### src/rtl/branch_target_buffer.sv
`default_nettype none
// +--------------------------------------------------------------------------+
// | branch_target_buffer: direct-mapped BTB, saturating-counter prediction   |
// | Rev 1.0                                                                  |
// +--------------------------------------------------------------------------+
module branch_target_buffer #(
    parameter int ENTRIES = 16,
    parameter int CTR_W   = 2,
    parameter int ADDR_W  = 32
) (
    input  logic              CLK,
    input  logic              nRST,
    input  logic [ADDR_W-1:0] lookup_pc,
    input  logic              lookup_valid,
    output logic              pred_hit,
    output logic              pred_taken,
    output logic [ADDR_W-1:0] pred_next_pc,
    input  logic              update_en,
    input  logic [ADDR_W-1:0] update_pc,
    input  logic [ADDR_W-1:0] update_target,
    input  logic              update_taken,
    input  logic              update_is_jump,
    input  logic              flush_all,
    output logic [15:0]       hit_count
);

    localparam int IDX_W = $clog2(ENTRIES);
    localparam int TAG_W = ADDR_W - IDX_W - 2;

    localparam logic [CTR_W-1:0] CTR_MAX = '1;
    localparam logic [CTR_W-1:0] CTR_RST = CTR_MAX >> 1;   // weakly not-taken
    localparam logic [CTR_W-1:0] CTR_WT  = ~CTR_RST;       // weakly taken

    logic              valid_q  [ENTRIES];
    logic              valid_d  [ENTRIES];
    logic [TAG_W-1:0]  tag_q    [ENTRIES];
    logic [TAG_W-1:0]  tag_d    [ENTRIES];
    logic [ADDR_W-1:0] target_q [ENTRIES];
    logic [ADDR_W-1:0] target_d [ENTRIES];
    logic [CTR_W-1:0]  ctr_q    [ENTRIES];
    logic [CTR_W-1:0]  ctr_d    [ENTRIES];
    logic [15:0]       hit_count_q;
    logic [15:0]       hit_count_d;

    logic [IDX_W-1:0] lk_idx;
    logic [TAG_W-1:0] lk_tag;
    logic [IDX_W-1:0] up_idx;
    logic [TAG_W-1:0] up_tag;
    logic             up_hit;
    logic             unused_pc_lsbs;

    assign lk_idx = lookup_pc[IDX_W+1:2];
    assign lk_tag = lookup_pc[ADDR_W-1:IDX_W+2];
    assign up_idx = update_pc[IDX_W+1:2];
    assign up_tag = update_pc[ADDR_W-1:IDX_W+2];
    assign unused_pc_lsbs = ^update_pc[1:0];

    // Lookup reads the registered table only, so same-cycle updates are not bypassed.
    assign pred_hit     = valid_q[lk_idx] && (tag_q[lk_idx] == lk_tag);
    assign pred_taken   = pred_hit && ctr_q[lk_idx][CTR_W-1];
    assign pred_next_pc = pred_taken ? target_q[lk_idx] : lookup_pc + ADDR_W'(4);
    assign hit_count    = hit_count_q;

    assign up_hit = valid_q[up_idx] && (tag_q[up_idx] == up_tag);

    always_comb begin
        valid_d     = valid_q;
        tag_d       = tag_q;
        target_d    = target_q;
        ctr_d       = ctr_q;
        hit_count_d = hit_count_q;

        if (lookup_valid && pred_hit && (hit_count_q != 16'hFFFF)) begin
            hit_count_d = hit_count_q + 16'd1;
        end

        if (flush_all) begin
            for (int i = 0; i < ENTRIES; i++) begin
                valid_d[i] = 1'b0;
            end
        end else if (update_en) begin
            if (up_hit) begin
                target_d[up_idx] = update_target;
                if (update_is_jump) begin
                    ctr_d[up_idx] = CTR_MAX;
                end else if (update_taken) begin
                    if (ctr_q[up_idx] != CTR_MAX) ctr_d[up_idx] = ctr_q[up_idx] + 1'b1;
                end else begin
                    if (ctr_q[up_idx] != '0) ctr_d[up_idx] = ctr_q[up_idx] - 1'b1;
                end
            end else if (update_taken || update_is_jump) begin
                valid_d[up_idx]  = 1'b1;
                tag_d[up_idx]    = up_tag;
                target_d[up_idx] = update_target;
                ctr_d[up_idx]    = update_is_jump ? CTR_MAX : CTR_WT;
            end
        end
    end

    always_ff @(posedge CLK or negedge nRST) begin
        if (!nRST) begin
            for (int i = 0; i < ENTRIES; i++) begin
                valid_q[i]  <= 1'b0;
                tag_q[i]    <= '0;
                target_q[i] <= '0;
                ctr_q[i]    <= CTR_RST;
            end
            hit_count_q <= '0;
        end else begin
            valid_q     <= valid_d;
            tag_q       <= tag_d;
            target_q    <= target_d;
            ctr_q       <= ctr_d;
            hit_count_q <= hit_count_d;
        end
    end

endmodule
`default_nettype wire

### config.mk
export PLATFORM = sky130hd
export DESIGN_NAME = branch_target_buffer
export DESIGN_NICKNAME = d
export VERILOG_FILES = /design/src/rtl/branch_target_buffer.sv
export SDC_FILE = /design/constraint.sdc
export NUM_CORES = 2
export LEC_CHECK = 0
export CAP_MARGIN = 15
export CORE_UTILIZATION = 40
export CTS_BUF_LIST = sky130_fd_sc_hd__clkbuf_4 sky130_fd_sc_hd__clkbuf_8
export CTS_CLUSTER_DIAMETER = 80
export DETAILED_ROUTE_END_ITERATION = 8
export SYNTH_ARGS = -nofsm -noshare
export SYNTH_HDL_FRONTEND = slang
export SYNTH_SLANG_ARGS = --single-unit
### constraint.sdc
create_clock -name CLK -period 3.95 [get_ports CLK]
set_clock_uncertainty 0.15 [all_clocks]
set_input_delay 0.395 -clock CLK [delete_from_list [all_inputs] [get_ports CLK]]
set_output_delay 0.395 -clock CLK [all_outputs]
set_load 0.05 [all_outputs]
==> qor.yml <==
vias_per_cell: 5.77
ff_latch_area_um2: 24800
ys_seq_area_frac: 0.482
max_stage_delay_ns: 0.46
critPathLaunchType: "flip-flop"
fp.coreArea_um2: 128000
grt_max_degree: 97
die_h_um: 361
fin_area_um2: 62100
gr-total-overflow: 0
post-route-min-period_ns: 4.61
cp.required_ns: 3.40
violations: "setup timing"
cp-end-kind: "primary output"
clockRootBuffer: "clkbuf_8"
instances_no_fill: 5663
syn_nets: 3518
dr_total_vias: 32700
finalSetupViolCount: 34
slew_violations: 0
power.leakage_nw: 28.1
hold_violations: 0
antenna_left: 0
ys_ff_latch: 992
first_pass_iters: 7
tightest_slew_ns: 1.04
drt-wirelength-per-cell_um: 26.9
power_w: 0.0288
fillers: 11000
dpl-instance-area_um2: 57700
cts_tree: "yes"
critPathKind: "flip-flop to primary output"
multi_input_area_um2: 24900
timing.fmax_mhz: 217
grt_util_all_layers: 0.238
status: "finished with violations"
worst_path_most_repeated_cell: "mux2i_1"
area_delta_synth_final_pct: 20.6
syn-instance-count: 3411
synth_area_um2: 51500
start_util: 0.403
gp_congestion: 0.876
crit_slowest_cell: "mux4_2"
dp.cells: 5333
grt_pass1_wl_mm: 230
final_nets: 3967
async_reset_ff_frac: 1.00
synth_top_cells_by_area: "dfrtp_1, mux4_2, mux2_1"
fin_setup_tns_ns: -20.18
die-area_um2: 130000
cts.path.max_buffers: 3
clock_latency_ns: 0.93
drv_cap: 0
synth-edff-count: 0
yosys.area.top_type: "dfrtp_1"
period_share: 1.17
grt.met2_usage: 0.360
yosysWarningCount: 0
grtUsageMet1: 0.352
crit_family: "multiplexers"
die_w_um: 361
antenna_found_initial: 4
grt_pass1_vias: 34100
avgSynthCellArea_um2: 15.1
worst-path-max-fanout: 7
cts_buffers: 175
peakVddDrop_mv: 0.351
synth_top_cell_area_share: 0.474
rsz0062_at_grt: "true"
path_cells: "mux4_2 > mux2i_1 > mux2i_1 > xnor2_1 > nand4_1 > nor3_2 > nand3_2 > nor2_4 > buf_12 > buf_16 > mux2_4 > buf_6"
routed_wl_mm: 152
grt.busiest_layer: "met2"
use_met3: 0.0440
io_pins: 153
synth_cell_types: 73
drive_above_1_share: 0.393
worst-endpoint-arrival_ns: 4.06
path_clk_slew_ns: 0.06
dominantRegCellSynth: "dfrtp_1"
num_rows: 131
cts_sinks: 992
hold_ws_ns: 0.151
drcViolationCount: 0
maxSlewHeadroom: 0.305
hold_class: "input pin to flip-flop"
setup_ws_ns: -0.657
drt_iter0_markers: 2364
port_buffers: 150
dp_hpwl_mm: 101
crit_buf_inv: 3
cts.htree.levels: 4
powerDensity_nw_per_um2: 464
==> cell usage after synthesis, types with 6 or more instances <==
library cell	instances
a21boi_4	16
a21o_1	17
a21oi_1	33
a221oi_1	24
a22o_1	6
a22oi_1	15
a31oi_1	21
and2_1	6
and3_1	15
buf_1	34
buf_2	55
buf_4	32
buf_6	56
clkbuf_1	124
dfrtp_1	976
dfstp_2	16
inv_1	54
mux2_1	627
mux2_2	344
mux2i_1	161
mux4_2	365
nand2_1	41
nand2b_1	7
nand3_1	28
nand3_2	14
nand4_1	24
nor2_1	70
nor2b_1	8
nor3_1	26
nor4_1	10
o21ai_0	14
o22ai_1	7
xnor2_1	71
xor2_1	27
==> cell type report <==
| cell class | instances | area share |
|---|---|---|
| well taps | 1662 | 0.0335 |
| flip-flops and latches | 992 | 0.400 |
| inverters | 55 | 0.00332 |
| clock inverters | 24 | 0.00469 |
| repair buffers | 574 | 0.0998 |
| multi-input cells | 2062 | 0.401 |
| diodes | 2 | 0.0000806 |
| clock buffers | 292 | 0.0575 |
==> state kept, by name (all words and copies together), names as in the netlist <==
register   count
valid_q       16
hit_count     16
tag_q        416
ctr_q         32
target_q     512
==> metrics by stage <==
| stage | utilization | setup slack (ns) |
|---|---|---|
| global placement | 0.452 | -0.546 |
| CTS | 0.485 | -0.763 |
| global route | 0.487 | -0.751 |
| detailed placement | 0.452 | -0.461 |
| floorplan | - | -0.168 |
| finish | 0.487 | -0.657 |
==> cells by family after synthesis <==
kind of cell,after synthesis,synth area share
AO/OA/AOI/OAI,189,0.0295
XOR/XNOR,98,0.0167
adder cells (fa/ha/maj),4,0.000972
buffers and inverters,357,0.0381
flip-flops,992,0.482
multiplexers,1497,0.403
AND/OR/NAND/NOR,274,0.0290
==> routing by layer <==
metal / wire [µm] / vias up
met3: 8530 / 190
met2: 69700 / 918
li1: - / 13900
met1: 71000 / 17700
met5: 23 / -
met4: 3220 / 4
==> path summary, 6_finish.rpt <==
| check | cells after the start | start | slack, ns | end |
|---|---|---|---|---|
| worst max-delay path | 12 | tag_q[347] | -0.66 | pred_next_pc[7] |
| worst min-delay path | 2 | update_pc[28] | 0.15 | tag_q[100] |
| worst max register to register | 11 | tag_q[169] | 0.14 | target_q[6] |
| worst min register to register | 1 | target_q[38] | 0.33 | target_q[38] |
| max in group asynchronous | 4 | nRST | 2.05 | target_q[227] |
| min in group asynchronous | 3 | nRST | 0.49 | ctr_q[23] |
==> layout by cell type, fill, tap and decap left out, types with 31 or more instances in the layout <==
cell type          n
dfrtp_1          976
mux2_1           627
mux4_2           365
mux2_2           320
buf_4            314
clkbuf_8         223
mux2i_1          155
buf_12           109
clkdlybuf4s50_1  107
clkbuf_4          71
xnor2_1           68
nor2_1            67
inv_1             54
nand2_1           41
a21oi_1           31
==> power breakdown <==
| part | internal (W) | switching (W) | leakage, nW |
|---|---|---|---|
| sequential | 0.0119 | 0.00103 | 12.9 |
| combinational | 0.00314 | 0.00237 | 13.2 |
| clock | 0.00587 | 0.00452 | 2.06 |
| total | 0.0209 | 0.00792 | 28.1 |
==> timing repair <==
item / in CTS / in global routing
endpoints found under the setup margin: 34 / 508
gates resized for setup: 60 / 25
gates cloned: 1 / 1
setup buffers: 4 / 4
endpoints found under the hold margin: 541 / 0
pin swaps: 10 / 4
hold buffers: 3 / 0
Power figures use the tool's default switching activity.
